==> src/rtl/sm4_pkg.sv <==
// SM4 shared definitions: S-box, FK/CK constants, the two linear transforms, FSM encoding.
// Latency: n/a (combinational helpers only).
// Backpressure: n/a.
package sm4_pkg;

  typedef enum logic [1:0] {
    IDLE   = 2'd0,
    KEYEXP = 2'd1,
    DEC    = 2'd2
  } state_t;

  localparam logic [127:0] FK = 128'ha3b1bac656aa3350677d9197b27022dc;

  // Entry 0 sits in the most significant byte, so S(x) lives at index 255-x (= ~x).
  localparam logic [255:0][7:0] SBOX = {
    128'hd690e9fecce13db716b614c228fb2c05, 128'h2b679a762abe04c3aa44132649860699,
    128'h9c4250f491ef987a33540b43edcfac62, 128'he4b31ca9c908e89580df94fa758f3fa6,
    128'h4707a7fcf37317ba83593c19e6854fa8, 128'h686b81b27164da8bf8eb0f4b70569d35,
    128'h1e240e5e6358d1a225227c3b01217887, 128'hd40046579fd327524c3602e7a0c4c89e,
    128'heabf8ad240c738b5a3f7f2cef96115a1, 128'he0ae5da49b341a55ad933230f58cb1e3,
    128'h1df6e22e8266ca60c02923ab0d534e6f, 128'hd5db3745defd8e2f03ff6a726d6c5b51,
    128'h8d1baf92bbddbc7f11d95c411f105ad8, 128'h0ac13188a5cd7bbd2d74d012b8e5b4b0,
    128'h8969974a0c96777e65b9f109c56ec684, 128'h18f07dec3adc4d2079ee5f3ed7cb3948
  };

  function automatic logic [7:0] sbox(input logic [7:0] b);
    return SBOX[~b];
  endfunction

  function automatic logic [31:0] tau(input logic [31:0] w);
    return {sbox(w[31:24]), sbox(w[23:16]), sbox(w[15:8]), sbox(w[7:0])};
  endfunction

  function automatic logic [31:0] rol(input logic [31:0] x, input int unsigned n);
    return (x << n) | (x >> (32 - n));
  endfunction

  // Data-path linear transform L.
  function automatic logic [31:0] l_enc(input logic [31:0] b);
    return b ^ rol(b, 2) ^ rol(b, 10) ^ rol(b, 18) ^ rol(b, 24);
  endfunction

  // Key-schedule linear transform L'.
  function automatic logic [31:0] l_key(input logic [31:0] b);
    return b ^ rol(b, 13) ^ rol(b, 23);
  endfunction

  // CK_i byte j = (4i + j) * 7 mod 256; the low two bits of 4i are zero so OR acts as add.
  function automatic logic [31:0] get_cki(input logic [4:0] i);
    logic [31:0] ck;
    logic [7:0]  n;
    ck = '0;
    for (int j = 0; j < 4; j++) begin
      n = {1'b0, i, 2'b00} | 8'(j);
      ck[31-8*j -: 8] = n * 8'd7;
    end
    return ck;
  endfunction

endpackage

==> src/rtl/sm4_dec_cir_if.sv <==
// Request/response bundle of the iterative SM4 decryptor.
// Latency: n/a (wires only).
// Backpressure: in_valid/in_ready on the request side; result side has none (out_valid pulse).
// Ports: ciphertext_in, key_in, in_valid (to DUT); in_ready, result_out, out_valid (from DUT).
interface sm4_dec_cir_if;
  logic [127:0] ciphertext_in;
  logic [127:0] key_in;
  logic         in_valid;
  logic         in_ready;
  logic [127:0] result_out;
  logic         out_valid;

  modport master (
    output ciphertext_in, key_in, in_valid,
    input  in_ready, result_out, out_valid
  );

  modport slave (
    input  ciphertext_in, key_in, in_valid,
    output in_ready, result_out, out_valid
  );
endinterface

==> src/rtl/sm4_rk_store.sv <==
// 32 x 32-bit round-key register file, one write port and one asynchronous read port.
// Latency: write visible on the read port the cycle after the write edge.
// Backpressure: none.
// Ports: clk; we/waddr/wdata (write); raddr -> rdata (read). Contents are not reset.
module sm4_rk_store (
  input  logic        clk,
  input  logic        we,
  input  logic [4:0]  waddr,
  input  logic [31:0] wdata,
  input  logic [4:0]  raddr,
  output logic [31:0] rdata
);
  logic [31:0] mem [32];

  always_ff @(posedge clk) begin
    if (we) mem[waddr] <= wdata;
  end

  assign rdata = mem[raddr];
endmodule

==> src/rtl/sm4_rounds.sv <==
// One SM4 key-expansion round and one SM4 data round, both purely combinational.
// Latency: 0 cycles.
// Backpressure: none.
// Ports: key_in/first_round/round_idx -> key_out/rk_out; data_in/rk_in -> data_out.
module one_round_for_key_exp
  import sm4_pkg::*;
(
  input  logic [127:0] key_in,
  input  logic         first_round,
  input  logic [4:0]   round_idx,
  output logic [127:0] key_out,
  output logic [31:0]  rk_out
);
  logic [127:0] k;

  // The master key is whitened with FK only on entry to the schedule.
  assign k       = first_round ? (key_in ^ FK) : key_in;
  assign rk_out  = k[127:96] ^ l_key(tau(k[95:64] ^ k[63:32] ^ k[31:0] ^ get_cki(round_idx)));
  assign key_out = {k[95:0], rk_out};
endmodule

module one_round_for_encdec
  import sm4_pkg::*;
(
  input  logic [127:0] data_in,
  input  logic [31:0]  rk_in,
  output logic [127:0] data_out
);
  assign data_out = {data_in[95:0],
                     data_in[127:96] ^ l_enc(tau(data_in[95:64] ^ data_in[63:32] ^ data_in[31:0] ^ rk_in))};
endmodule

==> src/rtl/sm4_dec_cir.sv <==
// Iterative SM4 decryptor: expands the key into a round-key store, then 32 rounds with rk[31..0].
// Latency: out_valid the cycle after accept edge +64 (key expanded) or +32 (cached key reused).
// Backpressure: in_ready only in IDLE, requests while busy are ignored; out_valid is a 1-cycle pulse.
// Ports: clk, reset (async, active-high), bus (sm4_dec_cir_if.slave).
module sm4_dec_cir
  import sm4_pkg::*;
#(
  parameter int KEY_CACHE = 1
) (
  input  logic          clk,
  input  logic          reset,
  sm4_dec_cir_if.slave  bus
);
  state_t       state, state_nxt;
  logic [4:0]   cnt;
  logic [127:0] data_q;
  logic [127:0] kreg;
  logic [127:0] cached_key;
  logic         cache_valid;
  logic [127:0] result_q;
  logic         out_valid_q;

  logic         key_hit;
  logic         first_round;
  logic [127:0] kexp_out;
  logic [31:0]  rk_new;
  logic [31:0]  rk_rd;
  logic [127:0] dec_out;

  // With KEY_CACHE=0 this folds to constant 0 and the comparator disappears.
  assign key_hit     = (KEY_CACHE != 0) && cache_valid && (bus.key_in == cached_key);
  assign first_round = (state == KEYEXP) && (cnt == 5'd0);

  one_round_for_key_exp u_kexp (
    .key_in      (kreg),
    .first_round (first_round),
    .round_idx   (cnt),
    .key_out     (kexp_out),
    .rk_out      (rk_new)
  );

  sm4_rk_store u_rk_store (
    .clk   (clk),
    .we    (state == KEYEXP),
    .waddr (cnt),
    .wdata (rk_new),
    .raddr (5'd31 - cnt),
    .rdata (rk_rd)
  );

  one_round_for_encdec u_round (
    .data_in  (data_q),
    .rk_in    (rk_rd),
    .data_out (dec_out)
  );

  always_ff @(posedge clk or posedge reset) begin
    if (reset) state <= IDLE;
    else       state <= state_nxt;
  end

  always_comb begin
    state_nxt = state;
    case (state)
      IDLE:    if (bus.in_valid) state_nxt = key_hit ? DEC : KEYEXP;
      KEYEXP:  if (cnt == 5'd31) state_nxt = DEC;
      DEC:     if (cnt == 5'd31) state_nxt = IDLE;
      default: state_nxt = IDLE;
    endcase
  end

  always_ff @(posedge clk or posedge reset) begin
    if (reset) begin
      cnt         <= 5'd0;
      data_q      <= '0;
      kreg        <= '0;
      cached_key  <= '0;
      cache_valid <= 1'b0;
      result_q    <= '0;
      out_valid_q <= 1'b0;
    end else begin
      out_valid_q <= 1'b0;
      case (state)
        IDLE: begin
          if (bus.in_valid) begin
            data_q     <= bus.ciphertext_in;
            kreg       <= bus.key_in;
            cached_key <= bus.key_in;
            cnt        <= 5'd0;
            // Store is about to be overwritten, so it no longer matches any key.
            if (!key_hit) cache_valid <= 1'b0;
          end
        end
        KEYEXP: begin
          kreg <= kexp_out;
          if (cnt == 5'd31) begin
            cache_valid <= 1'b1;
            cnt         <= 5'd0;
          end else begin
            cnt <= cnt + 5'd1;
          end
        end
        DEC: begin
          data_q <= dec_out;
          if (cnt == 5'd31) begin
            result_q    <= {dec_out[31:0], dec_out[63:32], dec_out[95:64], dec_out[127:96]};
            out_valid_q <= 1'b1;
            cnt         <= 5'd0;
          end else begin
            cnt <= cnt + 5'd1;
          end
        end
        default: ;
      endcase
    end
  end

  assign bus.in_ready   = (state == IDLE);
  assign bus.result_out = result_q;
  assign bus.out_valid  = out_valid_q;
endmodule

==> src/flat_wrapper.sv <==
// flat-port wrapper written by rule: the top's interface ports become plain ports
module sm4_dec_cir_flat import sm4_pkg::*;
#(
  parameter int KEY_CACHE = 1
)
  (clk, reset, bus_ciphertext_in, bus_key_in, bus_in_valid, bus_in_ready, bus_result_out, bus_out_valid);
  sm4_dec_cir_if bus_i ();
  input  logic clk;
  input  logic reset;
  input wire logic [$bits(bus_i.ciphertext_in)-1:0] bus_ciphertext_in;
  input wire logic [$bits(bus_i.key_in)-1:0] bus_key_in;
  input wire logic [$bits(bus_i.in_valid)-1:0] bus_in_valid;
  output wire logic [$bits(bus_i.in_ready)-1:0] bus_in_ready;
  output wire logic [$bits(bus_i.result_out)-1:0] bus_result_out;
  output wire logic [$bits(bus_i.out_valid)-1:0] bus_out_valid;
  assign bus_i.ciphertext_in = bus_ciphertext_in;
  assign bus_i.key_in = bus_key_in;
  assign bus_i.in_valid = bus_in_valid;
  assign bus_in_ready = bus_i.in_ready;
  assign bus_result_out = bus_i.result_out;
  assign bus_out_valid = bus_i.out_valid;
  sm4_dec_cir #(.KEY_CACHE(KEY_CACHE)) u_core (.clk(clk), .reset(reset), .bus(bus_i));
endmodule
==> config.mk <==
export PLATFORM = sky130hd
export DESIGN_NAME = sm4_dec_cir_flat
export DESIGN_NICKNAME = d
export VERILOG_FILES = /design/src/rtl/sm4_pkg.sv /design/src/rtl/sm4_dec_cir_if.sv /design/src/rtl/sm4_rk_store.sv /design/src/rtl/sm4_rounds.sv /design/src/rtl/sm4_dec_cir.sv /design/src/flat_wrapper.sv
export SDC_FILE = /design/constraint.sdc
export NUM_CORES = 2
export LEC_CHECK = 0
export CAP_MARGIN = 15
export CORE_MARGIN = 1
export CORE_UTILIZATION = 30
export DETAILED_ROUTE_END_ITERATION = 6
export PLACE_DENSITY = 0.56
export SKIP_LAST_GASP = 1
export SLEW_MARGIN = 20
export SYNTH_ARGS = -nofsm -noshare
export SYNTH_HDL_FRONTEND = slang
export SYNTH_SLANG_ARGS = --single-unit
export TNS_END_PERCENT = 1
==> constraint.sdc <==
create_clock -name clk -period 22.3 [get_ports clk]
set_input_delay 3.345 -clock clk [delete_from_list [all_inputs] [get_ports clk]]
set_output_delay 3.345 -clock clk [all_outputs]
set_load 0.005 [all_outputs]
* After elaboration in Yosys (flattened, before gate mapping)
Memories as Yosys holds them, arrays and structs flattened.
Cells that the tools add are included.
** Word-level totals
- Register bits after elaboration :: 521
- Latch bits :: 0
- Bits in writable memories :: 1024
- ROM bits :: 16384
- Input bits :: 259
- Word-level logic and storage cells :: 112
- Memories kept :: 9
** Cells by class
- $add $sub $neg :: 2
- Multiply operators :: 4
- Divide/modulo/power cells :: 0
- Magnitude comparators :: 8
- Equal/unequal tests :: 8
- Shift-type cells :: 0
- Mux-type cells :: 29
- Bitwise gates (word level) :: 29
- Reductions and logical operators :: 15
** Memory list
- (no name shown) :: depth 256, width 8, read ports 1, clocked after memory_dff 0, wr ports 0, line sm4_pkg.sv:27 : return SBOX[~b];
- (no name shown) :: depth 256, width 8, read ports 1, clocked after memory_dff 0, wr ports 0, line sm4_pkg.sv:27
- (no name shown) :: depth 256, width 8, read ports 1, clocked after memory_dff 0, wr ports 0, line sm4_pkg.sv:27
- (no name shown) :: depth 256, width 8, read ports 1, clocked after memory_dff 0, wr ports 0, line sm4_pkg.sv:27
- (no name shown) :: depth 256, width 8, read ports 1, clocked after memory_dff 0, wr ports 0, line sm4_pkg.sv:27
- (no name shown) :: depth 256, width 8, read ports 1, clocked after memory_dff 0, wr ports 0, line sm4_pkg.sv:27
- +3 memories
** Operator list (count)
- $pmux W128 S2 :: 2
- $xor A32 B32 Y32 :: 14
- $mux W128 :: 3
- $eq A128 B128 Y1 :: 1
- $lt A8 B9 Y1 const B :: 8
- $mux W8 :: 8
- $not A64 Y64 :: 1
- $not A8 Y8 :: 8
- $or A32 B10 Y32 :: 1
- $or A32 B13 Y32 :: 1
- $or A32 B18 Y32 :: 1
- $or A32 B2 Y32 :: 1
- $or A32 B23 Y32 :: 1
- $or A32 B24 Y32 :: 1
- $mul A7 B3 Y8 const B :: 2
- $mux W5 :: 2
- $pmux W5 S2 :: 1
- $reduce_and A2 Y1 :: 5
- $mux W2 :: 4
- $mul A6 B3 Y7 const B :: 1
- $mux W1 :: 7
- $mul A5 B3 Y6 const B :: 1
- $pmux W2 S3 :: 1
- $reduce_bool A2 Y1 :: 3
- 14 further kinds :: 17

* Longest topological paths before layout
- Depth in word-level cells :: 14
- Depth in mapped cells :: 29
- Depth with buffers taken out :: 20

* Modules after synthesis
From an unflattened synthesis, not the netlist that was laid out.
** Second synthesis, totals
- Cell total of the unflattened synthesis :: 9325
- Area, all modules :: 95718.1 µm²
** By module, submodules not included
- sm4_rk_store :: times used 1, cells each 2228, area an instance 39844.5 µm², seq. area each 30749.5 µm²
- sm4_dec_cir :: times used 1, cells each 2003, area an instance 23138.4 µm², seq. area each 13037.5 µm²
- one_round_for_key_exp :: times used 1, cells each 2599, area an instance 16554.6 µm², seq. area each 0.0 µm²
- one_round_for_encdec :: times used 1, cells each 2495, area an instance 16180.5 µm², seq. area each 0.0 µm²

* Least setup slack after synthesis
OpenSTA, ideal clock, no wires.
- Path kind :: register -> register
- From :: register u_core.cnt[1]
- To :: register u_core.kreg[1]
- Setup time :: 85 ps
- Data arrival time :: 6871 ps
- Data required time :: 22215 ps
- Slack :: 15345 ps
- Cell stages (with the launch flop) :: 29
- Path buffers :: 9
- Cell sequence :: dfrtp_1 buf_4 buf_4 buf_4 buf_4 buf_4 buf_2 inv_1 ha_1 nand4b_1 xnor3_1 inv_2 clkbuf_1 buf_1 ha_1 clkbuf_1 inv_1 nand2_1 o21ai_0 a21oi_1 nor2_1 a221o_1 o21ai_0 mux2i_1 mux2i_1 xor2_1 xnor2_1 mux2i_1 o21ai_0
** On the way
- Longest elaborated chain between the ends :: 14
- Elaborated cells between the ends (all ways) :: 24
- Those cells by class :: mul: 3; mux: 5; bitwise: 11; reduce/logical: 2; memory: 3
** RTL lines
- start: declaration :: line sm4_dec_cir.sv:15 : logic [4:0] cnt;
- start signal: assignment :: line sm4_dec_cir.sv:100 : cnt <= cnt + 5'd1;
- start signal: assignment :: line sm4_dec_cir.sv:110 : cnt <= cnt + 5'd1;
- parallel branches: the longest is 12 deep, another holds $mul A7 B3 Y8
- $xor A32 B32 Y32 (*) :: line sm4_rounds.sv:18 : assign rk_out = k[127:96] ^ l_key(tau(k[95:64] ^ k[63:32] ^ k[31:0] ^ get_cki(round_idx)));
- named net u_core.kexp_out[1] :: line sm4_dec_cir.sv:25 : logic [127:0] kexp_out;
- $pmux W128 S2 (*) :: line sm4_dec_cir.sv:83 : case (state)
- end signal: assignment :: line sm4_dec_cir.sv:87 : kreg <= bus.key_in;
- end signal: assignment :: line sm4_dec_cir.sv:95 : kreg <= kexp_out;
- end: declaration :: line sm4_dec_cir.sv:17 : logic [127:0] kreg;
Mark *: on every way through the listed nets, which the timed path passes. The select of a mux whose other input is x is not followed.
A chain may end at the register's enable or synchronous reset.

* Worst setup path after layout
- From :: register u_core.cnt[1]
- To :: register u_core.data_q[27]
** On the way
- Longest elaborated chain between the ends :: 13
- Elaborated cells between the ends (all ways) :: 25
- Those cells by class :: add/sub: 1; mux: 5; bitwise: 14; memory: 5
** RTL lines
- $sub A5 B5 Y5 (*) :: line sm4_dec_cir.sv:47 : .raddr (5'd31 - cnt),
- $mem_v2 Z32 W32 (*)
- $xor A32 B32 Y32 (*) :: line sm4_rounds.sv:30 : data_in[127:96] ^ l_enc(tau(data_in[95:64] ^ data_in[63:32] ^ data_in[31:0] ^ rk_in))};
- $not A8 Y8 :: line sm4_pkg.sv:27
- $mem_v2 Z256 W8
- $mux W8 (not written as such) :: line sm4_pkg.sv:27
- $or A32 B2 Y32 :: line sm4_pkg.sv:35 : return (x << n) | (x >> (32 - n));
- $xor A32 B32 Y32 (3 in series) :: line sm4_pkg.sv:40 : return b ^ rol(b, 2) ^ rol(b, 10) ^ rol(b, 18) ^ rol(b, 24);
- $xor A32 B32 Y32 (*) :: line sm4_pkg.sv:40
- $xor A32 B32 Y32 (*) :: line sm4_rounds.sv:30
- $pmux W128 S2 (*) :: line sm4_dec_cir.sv:83
- end signal: assignment :: line sm4_dec_cir.sv:86 : data_q <= bus.ciphertext_in;
- end signal: assignment :: line sm4_dec_cir.sv:104 : data_q <= dec_out;
- end: declaration :: line sm4_dec_cir.sv:16 : logic [127:0] data_q;
Every way passes the cells marked *; elsewhere a longest branch is shown, timed or not. The select of a mux whose other input is x is not followed.

==> results.md <==
* H-tree levels at 4
* Tot GR Track Use at 0.2473
* Placer Congestion at 0.9521
* Routed vias at 81,584
* Resized cells post-CTS at 0
* Clock transition at path regs at 0.07 ns
* Startpoint types: register
* Reg2reg path depth at 20
* Yosys warning count at 0
* Vias in the first global route at 76,945
* Synth Register Bits at 1,545
* DIE AREA at 0.3113 mm2
* Layout cells sized above 1 at 0.1113
* Mapped cell area at 0.09273 mm2
* Worst Max-Slew Pin Slew at 1.237 ns
* Post-CTS Hold Buffers at 0
* Largest net degree at the start of global routing at 176
* Critical Path AT at 9.67 ns
* FF/Latch Area at 0.04379 mm2
* Setup Buffers After CTS at 0
* Drc violations at 5
* Fin crit share at 0.3991
* Hold Slack at 0.4900 ns
* Top-level I/O count at 389
* First-pass GRT wire length at 571,300 um
* Hold path depth at 2
* Core footprint at 0.3066 mm2
* Die height at 558.0 um
* Starting Density at 0.3025
* Setup TNS at 0 ns
* Ys async rst share at 0.3372
* Grt ovf at 0
* Worst min path class: register to register
* DR pass1 iterations at 7
* Initial drt markers at 11,372
* Fin. Hold Viols at 0
* Area delta synth->final at 15.74%
* I/O Buffers at 388
* Final Max Tran Viols at 0
* Syn Inst Count at 9,122
* Status: finished with violations
* NumNets Final at 9,511
* Clock Tree Buf Depth at 4
* Unique masters post-synth at 103
* Post-Route WL at 401,000 um
* Clock Latency Late Sink at 0.87 ns
* Post-synth EDFFs at 1,024
* Clock tree sinks at 1,545
* Cell Rows at 203
* Setup slack, reg-to-reg at 13.40 ns
* Setup Skew at 0.1062 ns
* Final HPWL DP at 267,300 um
* Initial antenna violation count at 24
* CTS buffer count at 173
* Setup CP Type: register to register
* Chip width at 558.0 um
* Final setup violating endpoints at 0
* Syn_area_per_cell at 10.17 um2
* Fmax at 112.4 MHz
* Main flop type after synthesis: edfxtp_1
* CTS tree: done
* Post-synthesis sequential area ratio at 0.4722
* Root Driver: clkbuf_16
* Slew headroom at 0.1695
* Area of the multi-input gates at 0.04641 mm2
* Max-Cap Viols at 0
* Crit. End Element: register
* Net count after synthesis at 9,463
* Detail Route Antenna Nets at 0
* RSZ-0062 raised after global routing: no
* Failing checks: DRC
* Fin crit period at 8.899 ns
* Fillers at 30,645
* Critical Path RT at 23.07 ns
* Crit-path max FO at 56
* WL/cell at 29.91 um
* Routed vias/inst at 6.085
-- Yosys cell counts (all sizes together), types with 170 or more instances --
library cell | instances | area share
a21oi | 773 | 0.042
a22oi | 250 | 0.020
buf | 344 | 0.020
clkbuf | 451 | 0.018
dfrtp | 521 | 0.14
edfxtp | 1024 | 0.33
mux2 | 204 | 0.025
mux2i | 634 | 0.069
nand2 | 888 | 0.036
nor2 | 621 | 0.025
nor3 | 170 | 0.0092
o21ai | 866 | 0.047
xnor2 | 392 | 0.037
xor2 | 176 | 0.018
-- kinds of logic after synthesis --
family                     after synthesis  synth area share
AOI/OAI and AO/OA                     3055            0.2102
xor gates and xnor gates               588           0.05968
adders and majority gates               85           0.01204
buffers and inverters                  912           0.04334
DFF                                   1545            0.4722
muxes                                  897            0.1077
and+or+nand+nor                       2040           0.09487
-- placed cells by master (no fill, tap or decap), types with 94 or more instances in the layout --
cell type           n
a31oi_1           115
edfxtp_1         1024
buf_4             276
o22ai_1           121
a221oi_1           94
nand3_1           161
inv_1              94
mux2i_1           632
nor2_1            585
clkbuf_16         175
a22oi_1           250
xnor2_1           312
dfrtp_1           519
xor2_1            137
o211ai_1          113
nand2_1           881
nor3_1            170
a21oi_1           773
o21ai_0           834
clkdlybuf4s50_1   388
mux2_2            204
a211oi_1          132
-- metrics by stage --
stage	setup slack [ns]	area [um2]	utilization	instances
3_3_place_gp	13.56	101800	0.3319	13095
2_1_floorplan	4.400	92730	-	9122
4_1_cts	13.54	107300	0.3500	13400
6_report	13.40	107300	0.3501	13407
3_5_place_dp	13.51	101800	0.3320	13095
5_1_grt	13.04	107300	0.3500	13402
-- flip-flops by register name, indices dropped and copies added, names as in the netlist --
name and count:
u_core.cached_key 128, u_core.u_rk_store.mem 1024, u_core.state 2, u_core.cnt 5, u_core.data_q 128, u_core.bus.result_out 128, u_core.kreg 128, u_core.cache_valid 1
u_core.bus.out_valid 1
-- worst max-delay path: stages (launching register included) --
cell      delay (ns)
dfrtp_4         0.85
buf_4           0.74
buf_4           0.87
mux2i_1         0.18
a22oi_1         0.23
a21oi_1         0.12
nor4_2          0.76
xor2_4          0.18
buf_4           0.48
inv_2           0.41
ha_1            0.87
nand2_1         0.30
a21oi_1         0.23
o32ai_1         0.09
nor4_1          0.49
a311oi_1        0.16
mux2i_4         0.42
xor2_1          0.47
xnor3_1         0.59
a21oi_1         0.18
a21o_1          0.09
-- path summary, 6_finish.rpt --
check	startpoint	endpoint
min reg2reg	u_core.bus.result_out[127]	u_core.bus.result_out[127]
min	u_core.bus.result_out[127]	u_core.bus.result_out[127]
max reg2reg	u_core.cnt[1]	u_core.data_q[27]
max	u_core.cnt[1]	u_core.data_q[27]
max in group asynchronous	reset	u_core.bus.result_out[100]
min in group asynchronous	reset	u_core.data_q[76]
-- final cells by class --
type	instances	share of cell area
Tap cell	4100	0.04780
Clock inverter	76	0.006750
Multi-Input combinational cell	6665	0.4324
Timing Repair Buffer	668	0.05616
Clock buffer	229	0.04446
Antenna cell	7	0.0001632
Inverter	117	0.004162
Sequential cell	1545	0.4081
-- layer usage --
layer,vias to the layer above,global-route usage,part of all wire
met3,917,0.04311,0.092
met2,5166,0.3898,0.45
met5,-,0,0.00040
li1,34665,-,-
met1,40812,0.3373,0.41
met4,24,0.09291,0.044
Power is not shown: default switching activity piles up to over one toggle a cycle in this logic, so the estimate is an artifact.
